### src/rtl/vec_pipe_chain.sv
// vec_pipe_chain: elastic multi-lane pipeline with flush, occupancy count and register-forwarding lookup
module vec_pipe_chain #(
  parameter int LANES = 3,
  parameter int WIDTH = 18,
  parameter int DEPTH = 3,
  parameter int RADDR = 4
)(
  input  logic                         CLK,
  input  logic                         RST,
  input  logic                         in_valid,
  output logic                         in_ready,
  input  logic [LANES*WIDTH-1:0]       in_data,
  input  logic [RADDR-1:0]             in_wa,
  input  logic                         in_we,
  output logic                         out_valid,
  input  logic                         out_ready,
  output logic [LANES*WIDTH-1:0]       out_data,
  output logic [RADDR-1:0]             out_wa,
  output logic                         out_we,
  input  logic                         flush,
  input  logic [RADDR-1:0]             fwd_ra1,
  input  logic [RADDR-1:0]             fwd_ra2,
  output logic                         fwd_hit1,
  output logic                         fwd_hit2,
  output logic [LANES*WIDTH-1:0]       fwd_data1,
  output logic [LANES*WIDTH-1:0]       fwd_data2,
  output logic [$clog2(DEPTH+1)-1:0]   occ
);
  localparam int DW = LANES*WIDTH;
  localparam int OW = $clog2(DEPTH+1);
  logic [DEPTH-1:0] valid_q, valid_d, we_q, we_d, rdy;
  logic [DW-1:0]    data_q [DEPTH];
  logic [DW-1:0]    data_d [DEPTH];
  logic [RADDR-1:0] wa_q [DEPTH];
  logic [RADDR-1:0] wa_d [DEPTH];
  logic [OW-1:0]    occ_q, occ_d;
  logic             in_xfer, out_xfer;
  // ready ripples back from the output: a stage may load if it is empty or its successor moves
  always_comb begin : ready_chain
    logic r;
    r = out_ready;
    for (int k = DEPTH-1; k >= 0; k--) begin
      r = !valid_q[k] || r;
      rdy[k] = r;
    end
  end
  assign in_ready  = rdy[0] && !flush;
  assign in_xfer   = in_valid && in_ready;
  assign out_xfer  = valid_q[DEPTH-1] && out_ready && !flush;
  assign out_valid = valid_q[DEPTH-1];
  assign out_data  = data_q[DEPTH-1];
  assign out_wa    = wa_q[DEPTH-1];
  assign out_we    = we_q[DEPTH-1];
  assign occ       = occ_q;
  // stage advance; payload only moves with a valid entry, flush kills every valid bit
  always_comb begin
    valid_d = valid_q;
    we_d    = we_q;
    data_d  = data_q;
    wa_d    = wa_q;
    if (rdy[0]) valid_d[0] = in_xfer;
    if (in_xfer) begin
      data_d[0] = in_data;
      wa_d[0]   = in_wa;
      we_d[0]   = in_we;
    end
    for (int k = 1; k < DEPTH; k++) begin
      if (rdy[k]) valid_d[k] = valid_q[k-1];
      if (rdy[k] && valid_q[k-1]) begin
        data_d[k] = data_q[k-1];
        wa_d[k]   = wa_q[k-1];
        we_d[k]   = we_q[k-1];
      end
    end
    if (flush) valid_d = '0;
  end
  // occupancy tracks accepted minus released entries
  always_comb occ_d = flush ? '0 : occ_q + OW'(in_xfer) - OW'(out_xfer);
  // forwarding: scan oldest to youngest so the youngest match wins
  always_comb begin
    fwd_hit1  = 1'b0;
    fwd_hit2  = 1'b0;
    fwd_data1 = '0;
    fwd_data2 = '0;
    for (int k = DEPTH-1; k >= 0; k--) begin
      if (valid_q[k] && we_q[k] && wa_q[k] == fwd_ra1) begin
        fwd_hit1  = 1'b1;
        fwd_data1 = data_q[k];
      end
      if (valid_q[k] && we_q[k] && wa_q[k] == fwd_ra2) begin
        fwd_hit2  = 1'b1;
        fwd_data2 = data_q[k];
      end
    end
  end
  // pipeline state registers
  always_ff @(posedge CLK or negedge RST) begin
    if (!RST) begin
      valid_q <= '0;
      we_q    <= '0;
      occ_q   <= '0;
      for (int k = 0; k < DEPTH; k++) begin
        data_q[k] <= '0;
        wa_q[k]   <= '0;
      end
    end else begin
      valid_q <= valid_d;
      we_q    <= we_d;
      occ_q   <= occ_d;
      for (int k = 0; k < DEPTH; k++) begin
        data_q[k] <= data_d[k];
        wa_q[k]   <= wa_d[k];
      end
    end
  end
endmodule

### config.mk
export PLATFORM = sky130hd
export DESIGN_NAME = vec_pipe_chain
export DESIGN_NICKNAME = d
export VERILOG_FILES = /design/src/rtl/vec_pipe_chain.sv
export SDC_FILE = /design/constraint.sdc
export NUM_CORES = 1
export LEC_CHECK = 0
export ABC_AREA = 1
export CAP_MARGIN = 20
export CORE_ASPECT_RATIO = 1.2
export CORE_MARGIN = 1.5
export CORE_UTILIZATION = 52
export DETAILED_ROUTE_END_ITERATION = 16
export HOLD_SLACK_MARGIN = 0.03
export MAX_ROUTING_LAYER = met4
export PLACE_DENSITY_LB_ADDON = 0.12
export SETUP_SLACK_MARGIN = 0.02
export SLEW_MARGIN = 20
export SYNTH_ARGS = -nofsm -noshare
export SYNTH_HDL_FRONTEND = slang
export SYNTH_SLANG_ARGS = --single-unit
export TNS_END_PERCENT = 1
### constraint.sdc
create_clock -name CLK -period 2.1 [get_ports CLK]
set_input_delay 0.315 -clock CLK [delete_from_list [all_inputs] [get_ports CLK]]
set_output_delay 0.315 -clock CLK [all_outputs]
set_load 0.03 [all_outputs]
==> flow_summary_export.csv <==
group,metric,value,unit
synthesis,ys_types,29,
floorplan,initial_utilization,52.7,%
floorplan,num_rows,58,
setup_path,timing.critical_path.required,1780,ps
sta,part_of_the_cycle_the_worst_path_needs,117,%
placed_design,dp_hpwl,23600,um
route,total_length_of_routed_wires,38500,um
setup_path,cp-end-kind,"output port",
synthesis,synth_area_leaders,"sky130_fd_sc_hd__dfrtp_1 41%, sky130_fd_sc_hd__nand2_1 20%, sky130_fd_sc_hd__nand3_1 9.8%, sky130_fd_sc_hd__nor2_1 6.1%, sky130_fd_sc_hd__buf_4 4.2%",
grt,antenna_found_initial,0,
clock_tree,cts_tree,"yes",
sta,setup_violations,110,
synthesis,yosysTopAreaCellShare,41.3,%
route,vias,11930,
pwr,worst_vdd_rail_ir_drop,0.000702,V
pwr,cellInternalPower,7.43,mW
clock_tree,cts.clk_slew.worst_paths,70,ps
grt,grt.overflow.total,0,
floorplan,core_area,0.0209,mm^2
synthesis,synthesis.instances,1633,
synthesis,ys_seq_area_share,41.3,%
pwr,power.clock.fraction,29.2,%
cells_and_area,final_common_cell,"sky130_fd_sc_hd__nand2_1",
pwr,seqPwrFrac,40.6,%
synthesis,synth_fp_nets,1707,
clock_tree,cts_root_buffer,"sky130_fd_sc_hd__clkbuf_16",
synthesis,syn-cell-area,0.0110,mm^2
sta,final.setup.tns,-31320,ps
synthesis,synthesis.yosys.warnings,0,
floorplan,die_outline_height,162,um
route,firstDrtPassIters,7,
pwr,power.static_leakage,7.93,nW
pwr,power.net_switching,4.27,mW
setup_path,crit_type,"in2out",
floorplan,die_area,0.0221,mm^2
synthesis,synth_largest_area_cell,"sky130_fd_sc_hd__dfrtp_1",
floorplan,fp.dieW,136,um
sta,finalClockSkew,10.9,ps
pwr,share_comb_of_total_power,30.2,%
route,viasPerCell,5.69,
cells_and_area,area_growth_syn_to_layout,39.8,%
synthesis,postSynthAreaPerCell,6.75,um^2
grt,overall_track_demand_over_capacity_in_global_routing,35.2,%
outcome,run_status,"complete, but fails checks",
setup_path,critical_path_peak_fanout,9,
sta,worst_slew_margin_rel,63.4,%
cells_and_area,final_layout_size_suffix_gt1_share,20.1,%
run,drv.max_cap_violation_count,0,
clock_tree,insertion_delay,440,ps
cells_and_area,antenna_cells,0,
pwr,power,11.7,mW
pwr,power.switching_fraction,36.5,%
route,initialDrtViolationCount,1352,
pwr,power-per-cell-area,760,mW/mm^2
setup_path,critical_path_arrival,2150,ps
sta,post-route-min-period,2460,ps
cells_and_area,utilization,73.7,%
floorplan,top_level_ports,245,
grt,grt_pass1_wl,58900,um
sta,worst_tran_pin_value,549,ps
grt,grt_pass1_vias,11296,
placed_design,port_buffers,244,
setup_path,worstSetupStartpointType,"primary input",
hold_path,worstHoldPathType,"in2reg",
setup_path,startpoint,"fwd_ra1[3]",
sta,rsz0062_at_grt,"true",
route,drt-wirelength-per-cell,18.4,um
cells_and_area,most_frequent_cells_in_the_layout,"542 x sky130_fd_sc_hd__nand2_1, 198 x sky130_fd_sc_hd__nand3_1, 180 x sky130_fd_sc_hd__dfrtp_1",
cells_and_area,final-instance-count-excl-fill,2095,
placed_design,weighted_congestion_reported_at_the_end_of_routability_driven_placement,0.896,
synthesis,synth_seq_cells,182,
hold_path,min-delay-start,"in_data[37]",
sta,final-max-slew-violation-count,0,
sta,layout_setup_ws,-361,ps
sta,hold_violations,0,
placed_design,place_inst,2041,
clock_tree,clkSinkCount,182,
sta,maxClockFrequency,0.406,GHz
cells_and_area,finalNetCount,1886,
sta,holdWs,424,ps
clock_tree,cts.htree.levels,4,
route,antenna_left,0,
clock_tree,cts-root-to-sink-buffers,2,
setup_path,critical_path.reg2reg.startpoint,"valid_q[1]$_DFFE_PN0P_",
outcome,failed_checks,"negative setup slack",
route,drcViolationCount,0,
clock_tree,tritoncts.num_buffers,17,
grt,grt_start_max_net_pins,67,
cells in the mapped netlist:
library cell               number
sky130_fd_sc_hd__inv_2          4
sky130_fd_sc_hd__buf_1         11
sky130_fd_sc_hd__nand2_1      577
sky130_fd_sc_hd__a21oi_1       61
sky130_fd_sc_hd__o21ai_0       73
sky130_fd_sc_hd__mux2_2         2
sky130_fd_sc_hd__a21oi_4        1
sky130_fd_sc_hd__clkbuf_1      39
sky130_fd_sc_hd__o21ai_1        3
sky130_fd_sc_hd__buf_2         64
sky130_fd_sc_hd__dfrtp_1      182
sky130_fd_sc_hd__nor2_1       179
sky130_fd_sc_hd__o21a_1         1
sky130_fd_sc_hd__buf_4         61
sky130_fd_sc_hd__inv_1         81
sky130_fd_sc_hd__ha_1           2
sky130_fd_sc_hd__xnor2_1        3
sky130_fd_sc_hd__xor2_1         6
sky130_fd_sc_hd__nand3b_1       1
sky130_fd_sc_hd__o21bai_1       1
sky130_fd_sc_hd__nor2b_1        1
sky130_fd_sc_hd__nand4_1       54
sky130_fd_sc_hd__or2_1          1
sky130_fd_sc_hd__nor3b_1        1
sky130_fd_sc_hd__clkinv_1       2
sky130_fd_sc_hd__nor2_2         5
sky130_fd_sc_hd__o21ai_2        1
sky130_fd_sc_hd__nand3_1      215
sky130_fd_sc_hd__nand2_2        1
through the flow:
stage | instance area (um^2) | setup WS [ps]
3_5_place_dp | 13600 | -379
6_report | 15400 | -361
5_1_grt | 15400 | -433
2_1_floorplan | 11000 | 94.6
3_3_place_gp | 13600 | -394
4_1_cts | 14900 | -344
layout make-up:
type,count,area (um^2)
repair buffers,335,3980
flip-flops and latches,182,4560
inverters,87,330
clock inverters,13,168
clock buffers,19,443
multi-input cells,1189,5580
well taps,270,338
fillers,1661,5510
critical path, stage by stage:
cell,delay (ps)
sky130_fd_sc_hd__clkdlybuf4s50_1,500
sky130_fd_sc_hd__buf_4,190
sky130_fd_sc_hd__xor2_2,150
sky130_fd_sc_hd__nor2_4,150
sky130_fd_sc_hd__buf_12,140
sky130_fd_sc_hd__buf_12,140
sky130_fd_sc_hd__nand3_1,70
sky130_fd_sc_hd__nand2_1,70
sky130_fd_sc_hd__nand3_1,120
sky130_fd_sc_hd__nand2_1,130
sky130_fd_sc_hd__buf_4,170
layer usage:
layer,track usage [%],vias to the layer above,share of wire [%]
li1,-,5518,-
met1,44.5,5543,38
met2,56.2,727,48
met3,5.23,142,9.5
met4,15.7,0,4.3
met5,-,-,0
power by group through the flow:
stage	logic, mW	registers (mW)	clock network [mW]
2_1_floorplan	2.12	4.59	0
3_3_place_gp	3.13	4.75	0
3_5_place_dp	3.18	4.76	0
4_1_cts	3.34	4.71	3.44
5_1_grt	3.76	4.83	3.56
6_report	3.53	4.76	3.41
state kept, by name (all words and copies together), names as in the netlist:
signal,count
out_wa,4
out_data,54
valid_q,3
we_q,3
data_q,108
occ,2
wa_q,8
final timing paths:
| path | endpoint | slack [ps] | depth (start not counted) |
|---|---|---|---|
| worst max-delay path | fwd_data1[1] | -360 | 11 |
| worst min-delay path | data_q[145]$_DFFE_PN0P_ | 420 | 3 |
| worst max register to register | occ[1]$_DFF_PN0_ | 360 | 12 |
| worst min register to register | wa_q[7]$_DFFE_PN0P_ | 510 | 2 |
| max in group asynchronous | data_q[99]$_DFFE_PN0P_ | 940 | 3 |
| min in group asynchronous | data_q[83]$_DFFE_PN0P_ | 430 | 2 |
logic make-up after synthesis:
| family | count (synthesis) | share of synthesized area, % |
|---|---|---|
| adders and majority gates | 2 | 0.227 |
| buffers and inverters | 262 | 11.7 |
| xor gates and xnor gates | 9 | 0.716 |
| muxes | 2 | 0.204 |
| DFF | 182 | 41.3 |
| and+or+nand+nor | 1035 | 39.2 |
| AOI/OAI and AO/OA | 141 | 6.59 |
repair_timing:
item | CTS | global route
endpoints found under the hold margin | 53 | 0
resized for setup | 160 | 90
hold buffers | 1 | 0
setup buffers | 10 | 2
setup endpoints to repair | 111 | 111
pin swaps | 29 | 19
gates cloned | 4 | 6
(Power assumes the default switching activity.)
